<file path="config.mk">
export PLATFORM = sky130hd
export DESIGN_NAME = uart_core_param
export DESIGN_NICKNAME = d
export VERILOG_FILES = /design/src/rtl/uart_core_param.sv
export SDC_FILE = /design/constraint.sdc
export NUM_CORES = 1
export LEC_CHECK = 0
export BUFFER_PORTS_ARGS = -buffer_cell sky130_fd_sc_hd__clkbuf_2
export CAP_MARGIN = 10
export CELL_PAD_IN_SITES_DETAIL_PLACEMENT = 1
export CELL_PAD_IN_SITES_GLOBAL_PLACEMENT = 1
export CORE_MARGIN = 4
export CORE_UTILIZATION = 49
export DETAILED_ROUTE_END_ITERATION = 10
export PLACE_DENSITY_LB_ADDON = 0.1
export SYNTH_ARGS = -nofsm -noshare
export SYNTH_HDL_FRONTEND = slang
export SYNTH_SLANG_ARGS = --single-unit
</file>
<file path="constraint.sdc">
create_clock -name clk -period 3.8 [get_ports clk]
set_input_delay 0.38 -clock clk [delete_from_list [all_inputs] [get_ports clk]]
set_output_delay 0.38 -clock clk [all_outputs]
set_load 0.005 [all_outputs]
</file>
<file path="src/rtl/uart_core_param.sv">
// Parametrised full-duplex UART: valid/ready transmitter, mid-bit sampling receiver
// with parity/framing checks, start-glitch rejection and internal loopback.
module uart_core_param #(
    parameter int CLK_FREQ  = 100_000_000,
    parameter int BAUD_RATE = 115200,
    parameter int DATA_BITS = 8,
    parameter int PARITY    = 0,
    parameter int STOP_BITS = 1
) (
    input  logic                 clk,
    input  logic                 reset,
    input  logic                 tx_en,
    input  logic                 rx_en,
    input  logic                 loopback,
    input  logic [DATA_BITS-1:0] tx_data,
    input  logic                 tx_valid,
    output logic                 tx_ready,
    output logic                 tx_busy,
    output logic                 tx_done,
    output logic                 txd,
    input  logic                 rxd,
    output logic [DATA_BITS-1:0] rx_data,
    output logic                 rx_valid,
    output logic                 rx_busy,
    output logic                 rx_parity_err,
    output logic                 rx_frame_err
);
    localparam int CLKS_PER_BIT = CLK_FREQ / BAUD_RATE;
    localparam int CW           = $clog2(CLKS_PER_BIT);
    localparam logic [CW-1:0] BIT_LAST  = CW'(CLKS_PER_BIT - 1);
    localparam logic [CW-1:0] HALF_LAST = CW'(CLKS_PER_BIT / 2 - 1);
    localparam logic [3:0]    DATA_LAST = 4'(DATA_BITS - 1);
    localparam logic [3:0]    STOP_LAST = 4'(STOP_BITS - 1);
    localparam logic          HAS_PAR   = (PARITY != 0);
    localparam logic          ODD_PAR   = (PARITY == 2);

    typedef enum logic [2:0] {S_IDLE, S_START, S_DATA, S_PARITY, S_STOP} state_t;

    state_t               tx_state_q, tx_state_d;
    logic [CW-1:0]        tx_cnt_q, tx_cnt_d;
    logic [3:0]           tx_bit_q, tx_bit_d;
    logic [DATA_BITS-1:0] tx_shift_q, tx_shift_d;
    logic                 tx_par_q, tx_par_d;
    logic                 tx_done_q, tx_done_d;
    logic                 tx_line_q, tx_line_d;
    logic                 tx_bit_end;

    assign tx_ready   = (tx_state_q == S_IDLE) && tx_en;
    assign tx_busy    = (tx_state_q != S_IDLE);
    assign tx_done    = tx_done_q;
    assign txd        = loopback ? 1'b1 : tx_line_q;
    assign tx_bit_end = (tx_cnt_q == BIT_LAST);

    // NOTE: every always_comb output gets a default first so no path can infer a latch.
    always_comb begin
        tx_state_d = tx_state_q;
        tx_cnt_d   = tx_cnt_q;
        tx_bit_d   = tx_bit_q;
        tx_shift_d = tx_shift_q;
        tx_par_d   = tx_par_q;
        tx_done_d  = 1'b0;
        if (tx_state_q != S_IDLE)
            tx_cnt_d = tx_bit_end ? '0 : tx_cnt_q + CW'(1);
        unique case (tx_state_q)
            S_IDLE: if (tx_valid && tx_ready) begin
                tx_shift_d = tx_data;
                tx_par_d   = (^tx_data) ^ ODD_PAR;
                tx_cnt_d   = '0;
                tx_state_d = S_START;
            end
            S_START: if (tx_bit_end) begin
                tx_bit_d   = '0;
                tx_state_d = S_DATA;
            end
            S_DATA: if (tx_bit_end) begin
                tx_shift_d = tx_shift_q >> 1;
                if (tx_bit_q == DATA_LAST) begin
                    tx_bit_d   = '0;
                    tx_state_d = HAS_PAR ? S_PARITY : S_STOP;
                end else begin
                    tx_bit_d = tx_bit_q + 4'd1;
                end
            end
            S_PARITY: if (tx_bit_end) begin
                tx_bit_d   = '0;
                tx_state_d = S_STOP;
            end
            S_STOP: if (tx_bit_end) begin
                if (tx_bit_q == STOP_LAST) begin
                    tx_state_d = S_IDLE;
                    tx_done_d  = 1'b1;
                end else begin
                    tx_bit_d = tx_bit_q + 4'd1;
                end
            end
            default: tx_state_d = S_IDLE;
        endcase
        // Line level is registered from the next state so txd never glitches.
        unique case (tx_state_d)
            S_START:  tx_line_d = 1'b0;
            S_DATA:   tx_line_d = tx_shift_d[0];
            S_PARITY: tx_line_d = tx_par_d;
            default:  tx_line_d = 1'b1;
        endcase
    end

    // NOTE: sequential state uses non-blocking assignments so all flops update together.
    always_ff @(posedge clk or posedge reset) begin
        if (reset) begin
            tx_state_q <= S_IDLE;
            tx_cnt_q   <= '0;
            tx_bit_q   <= '0;
            tx_shift_q <= '0;
            tx_par_q   <= 1'b0;
            tx_done_q  <= 1'b0;
            tx_line_q  <= 1'b1;
        end else begin
            tx_state_q <= tx_state_d;
            tx_cnt_q   <= tx_cnt_d;
            tx_bit_q   <= tx_bit_d;
            tx_shift_q <= tx_shift_d;
            tx_par_q   <= tx_par_d;
            tx_done_q  <= tx_done_d;
            tx_line_q  <= tx_line_d;
        end
    end

    state_t               rx_state_q, rx_state_d;
    logic [CW-1:0]        rx_cnt_q, rx_cnt_d;
    logic [3:0]           rx_bit_q, rx_bit_d;
    logic [DATA_BITS-1:0] rx_shift_q, rx_shift_d;
    logic [DATA_BITS-1:0] rx_data_q, rx_data_d;
    logic                 rx_par_bit_q, rx_par_bit_d;
    logic                 rx_valid_q, rx_valid_d;
    logic                 rx_perr_q, rx_perr_d;
    logic                 rx_ferr_q, rx_ferr_d;
    logic [1:0]           rx_sync_q, rx_sync_d;
    logic                 rx_prev_q;
    logic                 rx_line, rx_bit_end;

    assign rx_line       = rx_sync_q[1];
    assign rx_bit_end    = (rx_cnt_q == BIT_LAST);
    assign rx_data       = rx_data_q;
    assign rx_valid      = rx_valid_q;
    assign rx_busy       = (rx_state_q != S_IDLE);
    assign rx_parity_err = rx_perr_q;
    assign rx_frame_err  = rx_ferr_q;

    always_comb begin
        rx_sync_d    = {rx_sync_q[0], loopback ? tx_line_q : rxd};
        rx_state_d   = rx_state_q;
        rx_cnt_d     = rx_cnt_q;
        rx_bit_d     = rx_bit_q;
        rx_shift_d   = rx_shift_q;
        rx_par_bit_d = rx_par_bit_q;
        rx_data_d    = rx_data_q;
        rx_perr_d    = rx_perr_q;
        rx_ferr_d    = rx_ferr_q;
        rx_valid_d   = 1'b0;
        if (rx_state_q != S_IDLE && !rx_en) begin
            rx_state_d = S_IDLE;
            rx_cnt_d   = '0;
        end else begin
            if (rx_state_q != S_IDLE)
                rx_cnt_d = rx_bit_end ? '0 : rx_cnt_q + CW'(1);
            unique case (rx_state_q)
                S_IDLE: if (rx_en && rx_prev_q && !rx_line) begin
                    rx_cnt_d   = '0;
                    rx_state_d = S_START;
                end
                // Half a bit in: a high line means the falling edge was a glitch.
                S_START: if (rx_cnt_q == HALF_LAST) begin
                    rx_cnt_d   = '0;
                    rx_bit_d   = '0;
                    rx_state_d = rx_line ? S_IDLE : S_DATA;
                end
                S_DATA: if (rx_bit_end) begin
                    rx_shift_d = {rx_line, rx_shift_q[DATA_BITS-1:1]};
                    if (rx_bit_q == DATA_LAST)
                        rx_state_d = HAS_PAR ? S_PARITY : S_STOP;
                    else
                        rx_bit_d = rx_bit_q + 4'd1;
                end
                S_PARITY: if (rx_bit_end) begin
                    rx_par_bit_d = rx_line;
                    rx_state_d   = S_STOP;
                end
                S_STOP: if (rx_bit_end) begin
                    rx_data_d  = rx_shift_q;
                    rx_perr_d  = HAS_PAR & ((^rx_shift_q) ^ rx_par_bit_q ^ ODD_PAR);
                    rx_ferr_d  = ~rx_line;
                    rx_valid_d = 1'b1;
                    rx_state_d = S_IDLE;
                end
                default: rx_state_d = S_IDLE;
            endcase
        end
    end

    // NOTE: the two-flop synchroniser and edge history reset to idle-high so reset never fakes a start bit.
    always_ff @(posedge clk or posedge reset) begin
        if (reset) begin
            rx_state_q   <= S_IDLE;
            rx_cnt_q     <= '0;
            rx_bit_q     <= '0;
            rx_shift_q   <= '0;
            rx_par_bit_q <= 1'b0;
            rx_data_q    <= '0;
            rx_perr_q    <= 1'b0;
            rx_ferr_q    <= 1'b0;
            rx_valid_q   <= 1'b0;
            rx_sync_q    <= 2'b11;
            rx_prev_q    <= 1'b1;
        end else begin
            rx_state_q   <= rx_state_d;
            rx_cnt_q     <= rx_cnt_d;
            rx_bit_q     <= rx_bit_d;
            rx_shift_q   <= rx_shift_d;
            rx_par_bit_q <= rx_par_bit_d;
            rx_data_q    <= rx_data_d;
            rx_perr_q    <= rx_perr_d;
            rx_ferr_q    <= rx_ferr_d;
            rx_valid_q   <= rx_valid_d;
            rx_sync_q    <= rx_sync_d;
            rx_prev_q    <= rx_line;
        end
    end
endmodule

</file>
**Word level (Yosys, flattened, before mapping)**

Cells that the tools add are included.

- Eq/ne operators: 30
- Mux-type cells: 51
- Reductions and logical operators: 23
- Bitwise gates (word level): 2
- Add/sub/neg operators: 4

Operator list:

| kind | count |
|---|---|
| two-way mux 10 bit | 9 |
| two-way mux 3 bit | 14 |
| two-way mux 4 bit | 8 |
| one-hot mux 3 bit (5 select lines) | 2 |
| adder 10 x 1 -> 10 bit (second input constant) | 2 |
| equality test 10 bit (second input constant) | 2 |
| one-hot mux 10 bit (2 select lines) | 1 |
| equality test 3 x 2 -> 1 bit (second input constant) | 6 |
| != test 3 bit (second input constant) | 6 |
| two-way mux 8 bit | 2 |
| one-hot mux 8 bit (2 select lines) | 1 |
| != test 2 bit (second input constant) | 6 |
| one-hot mux 4 bit (3 select lines) | 1 |
| equality test 10 x 9 -> 1 bit (second input constant) | 1 |
| two-way mux 1 bit | 10 |
| AND reduction 5 bit | 2 |
| equality test 3 x 1 -> 1 bit (second input constant) | 3 |
| AND reduction 3 bit | 3 |
| nonzero test 3 bit | 3 |
| adder 4 x 1 -> 4 bit (second input constant) | 2 |
| equality test 4 x 3 -> 1 bit (second input constant) | 2 |
| one-hot mux 4 bit (2 select lines) | 1 |
| XOR reduction 8 bit | 1 |
| equality test 3 bit (second input constant) | 2 |
| other kinds (11) | 20 |

- Bits of input ports: 15
- Flip-flop bits (word level): 66
- Output and inout bits: 16

**Logic depth before layout (Yosys ltp)**

Gate-level depths: netlist of the first run.

- Depth after elaboration: 7
- Gate-level depth with buffers: 7

**Worst setup path before layout of the first run**

OpenSTA, ideal clock, no wires.

- Path type: register to register
- Start: register tx_cnt_q[3]
- End: register tx_shift_q[1]
- Path slack: 1.536 ns
- Period minus slack after synthesis: 2.264 ns
- Setup time: 0.127 ns
- Cell stages (with the launch flop): 7
- Arrival: 2.137 ns
- Path buffers: 1
- Cells stage by stage: dfrtp_1 -> or3_4 -> or3_1 -> buf_6 -> a2111o_1 -> a222oi_1 -> inv_1

- Longest elaborated chain between the ends: 3

RTL lines:

| item | RTL line | text |
|---|---|---|
| from (decl) | 40 | `logic [CW-1:0] tx_cnt_q, tx_cnt_d;` |
| from (signal assigned) | 119 | `tx_cnt_q <= tx_cnt_d;` |
| equality test 10 bit | 52 | `assign tx_bit_end = (tx_cnt_q == BIT_LAST);` |
| != test 2 bit (no line) | - |  |
| AND reduction 3 bit (no line) | - |  |
| to (signal assigned) | 121 | `tx_shift_q <= tx_shift_d;` |
| to (decl) | 42 | `logic [DATA_BITS-1:0] tx_shift_q, tx_shift_d;` |

No other way between the ends.
A chain may end at the register's enable or synchronous reset.

**Final worst setup path of the first run**

- Start: register tx_cnt_q[3]
- End: register tx_shift_q[2]

Same word-level chain as after synthesis.

==> results.cfg, run 1 <==
[clocking]
clkTransAtPathRegs_ns = 0.08
ctsHoldBuffers = 0
post-cts-setup-buffer-count = 0
cts_buffers = 9
clkLatencyLatePin_ns = 0.35
cts_root_buf = clkbuf_8
cts_max_level = 3
cts_buffer_depth = 2
cts_sinks = 66
cts_tree = built
cts_resized = 0

[floorplan]
die_y_um = 89.5
ios = 31
start_util_pct = 51.0
core_area_um2 = 6390
dieArea_um2 = 8020
rows = 29
die_w_um = 89.5

[finish]
nets = 386
layout-drive-gt1-share_pct = 18.4
insertedDiodeCount = 0
syn2layout_area_growth_pct = 13.9
fill_cells = 722

[yosys]
synth_area_leaders = dfrtp_1, nand2_1, nor2_1, o21ai_0, dfstp_2
synth-edff-count = 0
synth_most_common_cell = dfrtp_1
synth.distinct_cells = 51
synth_warnings = 0
syn_inst = 333
synth_seq_cells = 66
ys_seq_area_share_pct = 50.8
synth_top_area_share_pct = 47.6
syn_nets = 354
async_flop_share_pct = 100
synth_common_cells = dfrtp_1, nand2_1, nor2_1
yosys.area.top_type = dfrtp_1
ys.flop_type = dfrtp_1
synth.avg_cell_area_um2 = 9.78
synth_area_um2 = 3260

[placement]
gp_congestion = 0.814
dpl.hpwl_um = 5340
port_buffers = 29

[worst_setup_path]
path_max_fanout = 8
crit_path_end_kind = register
crit_arrival_ns = 2.78
cp.required_ns = 4.02
critPathLaunchType = register
crit_type = reg2reg

[detailed_routing]
routedWlPerCell_um = 17.3
drt_iter0_markers = 101
postRouteWirelength_um = 7750
vias = 2617
viasPerCell = 5.85
firstDrtPassIters = 4
drc_errors = 0
antenna_left = 0

[global_route]
grt_max_degree = 39
grt_overflow = 0
antenna_found_initial = 0
grt_pass1_wl_um = 13300
track_usage_pct = 21.6
grt_pass1_vias = 2738

[timing]
finalSetupViolations = 0
rsz0062_at_grt = no
fin_crit_sh_pct = 67.2
drv_slew = 0
slew-limit-headroom_pct = 46.2
finClkSkew_ns = 0.0118
fmax_ghz = 0.391
final_hold_viol_count = 0
layout_min_cycle_time_ns = 2.55
finalSetupTns_ns = 0
tightest_slew_ns = 0.807

[pwr]
p_leak_nw = 1.75
peakVddDrop_mv = 0.286
power_mw = 1.88
power_density_nw_per_um2 = 506

[flow_run]
maxCapViolCount = 0

[outcome]
status = finished clean

[min_path]
worst_hold_path_type = in2async
-- worst max-delay path: stages (launching register included) --
cell and delay (ns):
dfrtp_1 0.44, or3_4 0.42, or3_1 0.47, a2111o_1 0.59, a222oi_1 0.42, inv_1 0.10
-- registers in the layout (all words and copies together) (netlist names) --
signal        flops
rx_sync_q         2
tx_line_q         1
rx_prev_q         1
tx_bit_q          4
tx_cnt_q         10
rx_bit_q          4
rx_state_q        3
rx_cnt_q         10
rx_shift_q        8
rx_data           8
tx_state_q        3
tx_done           1
rx_frame_err      1
tx_par_q          1
tx_shift_q        8
rx_valid          1
-- cell families after synthesis --
| logic type | synth area share (%) |
|---|---|
| multiplexers | 3.11 |
| buffers and inverters | 3.72 |
| AND/OR/NAND/NOR | 20.2 |
| XOR/XNOR | 4.84 |
| flip-flops | 50.8 |
| adder cells (fa/ha/maj) | 2.30 |
| other | 0.115 |
| AO/OA/AOI/OAI | 14.8 |
-- routing by layer --
metal  vias to the layer above  GRT usage, %  wire length [um]
li1                       1244             -                 -
met2                        40          36.6              3920
met4                         0          8.93               142
met1                      1319          27.2              3450
met3                        14          3.78               238
met5                         -             0                 0
-- area by class of cell --
class | instances | area, um^2 | share of cell area, %
clock buffer | 9 | 124 | 3.34
clock inverter | 7 | 118 | 3.17
inverter | 18 | 67.6 | 1.82
multi-input combinational | 238 | 1480 | 39.9
sequential | 66 | 1660 | 44.7
tap | 77 | 96.3 | 2.60
timing repair buffer | 32 | 168 | 4.52
-- power breakdown --
group	internal, mW	switching (mW)
clock	0.436	0.290
combinational	0.128	0.155
sequential	0.785	0.0846
-- per-stage QoR --
stage / hold slack [ns] / instances / util, % / area, um^2 / setup WS, ns
after global placement: 0.347 / 431 / 54.3 / 3470 / 1.39
after global routing: 0.205 / 447 / 58.1 / 3710 / 1.14
after floorplan: 0.345 / 333 / - / 3260 / 1.54
after CTS: 0.174 / 447 / 58.1 / 3710 / 1.26
final: 0.145 / 447 / 58.1 / 3710 / 1.25
after detailed placement: 0.347 / 431 / 54.3 / 3470 / 1.32
-- cells in the final DEF (no fill, tap or decap), types with 9 or more instances in the layout --
cell type  netlist  layout
dfrtp_1         62      62
nand2_1         49      49
nor2_1          31      31
clkbuf_2         0      29
o21ai_0         22      22
inv_1           17      16
a21oi_1         12      12
xnor2_1         11      11
nand4_1         10      10
mux2_2           9       9
clkbuf_8         0       9
-- final timing paths --
kind | startpoint | to | slack (ns) | cells after the start
max | tx_cnt_q[3] | tx_shift_q[2] | 1.25 | 5
min | reset | tx_cnt_q[8] | 0.14 | 2
max reg2reg | tx_cnt_q[3] | tx_shift_q[2] | 1.25 | 5
min reg2reg | rx_sync_q[0] | rx_sync_q[1] | 0.35 | 0
max in group asynchronous | reset | rx_prev_q | 2.74 | 3
min in group clk | tx_data[6] | tx_shift_q[6] | 0.29 | 3
(Power assumes the default switching activity.)
==> run 2: changes to the inputs <==
- CORE_UTILIZATION: 49 -> 41
- clock period: 3.8 -> 2.1 ns (I/O delays scaled with it)
==> run 2 against run 1 <==
Effect of this change: the run now ends with setup timing left; final area grew 5.3%; non-clock buffer count grew 23; clock skew is 0.0053 ns lower; critical endpoint is now tx_shift_q[4]; fmax grew 15%.
==> results.cfg, run 2 (synthesis results as in run 1) <==
[timing]
tightest_slew_ns = 0.592
finalSetupTns_ns = -0.836
slew-limit-headroom_pct = 60.0
finalSetupViolations = 8
setup_ws_ns = -0.128
finClkSkew_ns = 0.00656
rsz0062_at_grt = yes
drv_slew = 0
final_hold_viol_count = 0
layout_min_cycle_time_ns = 2.23
fin_crit_sh_pct = 106
fmax_ghz = 0.449

[detailed_routing]
antenna_left = 0
firstDrtPassIters = 4
drc_errors = 0
routedWlPerCell_um = 15.3
viasPerCell = 5.34
drt_iter0_markers = 99
postRouteWirelength_um = 7580
vias = 2643

[pwr]
combinationalPowerShare_pct = 20.5
p_sw_mw = 0.979
power_density_nw_per_um2 = 848
peakVddDrop_mv = 0.405
seq_power_share_pct = 46.4
swShare_pct = 29.5
p_int_mw = 2.34
p_leak_nw = 1.85
clockPowerShare_pct = 33.1
power_mw = 3.31

[floorplan]
core_area_um2 = 7730
start_util_pct = 42.2
ios = 31
die_y_um = 97.1
die_w_um = 97.1
rows = 32
dieArea_um2 = 9440

[finish]
final_common_cell = dfrtp_1
fill_cells = 900
top_regs = rx_cnt_q: 10 flops, tx_cnt_q: 10 flops
final_area_um2 = 3910
layout-drive-gt1-share_pct = 23.9
insertedDiodeCount = 0
nets = 409
mostFrequentLayoutCells = dfrtp_1, nand2_1, nor2_1
stdcell_count = 495
syn2layout_area_growth_pct = 19.9

[worst_setup_path]
rr_worst_depth = 5
crit_path_end_kind = register
path_max_fanout = 8
crit_arrival_ns = 2.45
critPathLaunchType = register
cp.required_ns = 2.32
crit_type = reg2reg

[global_route]
grt_pass1_vias = 2715
grt_pass1_wl_um = 13000
grt_overflow = 0
antenna_found_initial = 0
grt_max_degree = 67
track_usage_pct = 16.6

[clocking]
cts_buffer_depth = 2
cts_root_buf = clkbuf_8
cts_sinks = 66
cts_max_level = 3
clkLatencyLatePin_ns = 0.34
cts_buffers = 9
post-cts-setup-buffer-count = 0
cts_tree = built
clkTransAtPathRegs_ns = 0.07

[min_path]
hold_depth = 3
worst_hold_path_type = in2reg

[placement]
port_buffers = 29
place_inst = 478
dpl_cell_area_um2 = 3680
dpl.hpwl_um = 5290
post-place-ws_ns = -0.102
gp_congestion = 0.708

[outcome]
violations = setup timing
status = complete, but fails checks

[flow_run]
maxCapViolCount = 0
-- run 2: power by group through the flow --
stage	clock, mW	sequential (mW)	combinational (mW)
global placement	0	1.55	0.655
detailed placement	0	1.56	0.671
finish	1.10	1.54	0.679
CTS	1.14	1.54	0.688
floorplan	0	1.55	0.384
global route	1.20	1.55	0.758
-- run 2: worst paths after layout --
kind | start | end | slack (ns)
hold / removal | tx_data[5] | tx_shift_q[5] | 0.12
setup / recovery | tx_cnt_q[3] | tx_shift_q[4] | -0.13
setup reg to reg | tx_cnt_q[3] | tx_shift_q[4] | -0.13
min in group asynchronous | reset | rx_data[4] | 0.45
hold reg to reg | rx_sync_q[0] | rx_sync_q[1] | 0.36
max in group asynchronous | reset | tx_line_q | 1.30
-- run 2: per-layer routing --
metal | GRT usage, % | vias to the layer above | part of all wire (%)
li1 | - | 1294 | -
met1 | 21.8 | 1314 | 47
met2 | 27.1 | 29 | 50
met3 | 3.09 | 6 | 2.1
met4 | 6.80 | 0 | 0.98
met5 | 0 | - | 0
-- run 2: metrics by stage --
| stage | util (%) | hold slack, ns |
|---|---|---|
| 6_report | 50.6 | 0.119 |
| 5_1_grt | 50.6 | 0.118 |
| 4_1_cts | 50.5 | 0.0981 |
| 3_5_place_dp | 47.6 | 0.301 |
| 3_3_place_gp | 47.6 | 0.297 |
| 2_1_floorplan | - | 0.335 |
-- run 2: final cells by class --
class | instances | area, um^2 | area share (%)
clock buffers | 10 | 138 | 3.52
multi-input cells | 238 | 1500 | 38.3
repair buffers | 55 | 355 | 9.09
clock inverters | 6 | 65.1 | 1.67
well taps | 102 | 128 | 3.27
inverters | 18 | 67.6 | 1.73
flip-flops and latches | 66 | 1660 | 42.4
-- run 2: critical path, cell delays in order, from the launching register on --
cell and delay [ns]:
dfrtp_1 0.41, or3_4 0.40, or3_4 0.34, a2111o_1 0.51
a222oi_1 0.38, inv_1 0.08
-- run 2: timing repair --
action                                  in CTS  in global routing
hold buffers                                 1                  0
gates resized for setup                      2                  5
endpoints found under the setup margin       9                 25
endpoints found under the hold margin       62                  0
pin swaps                                    3                  2
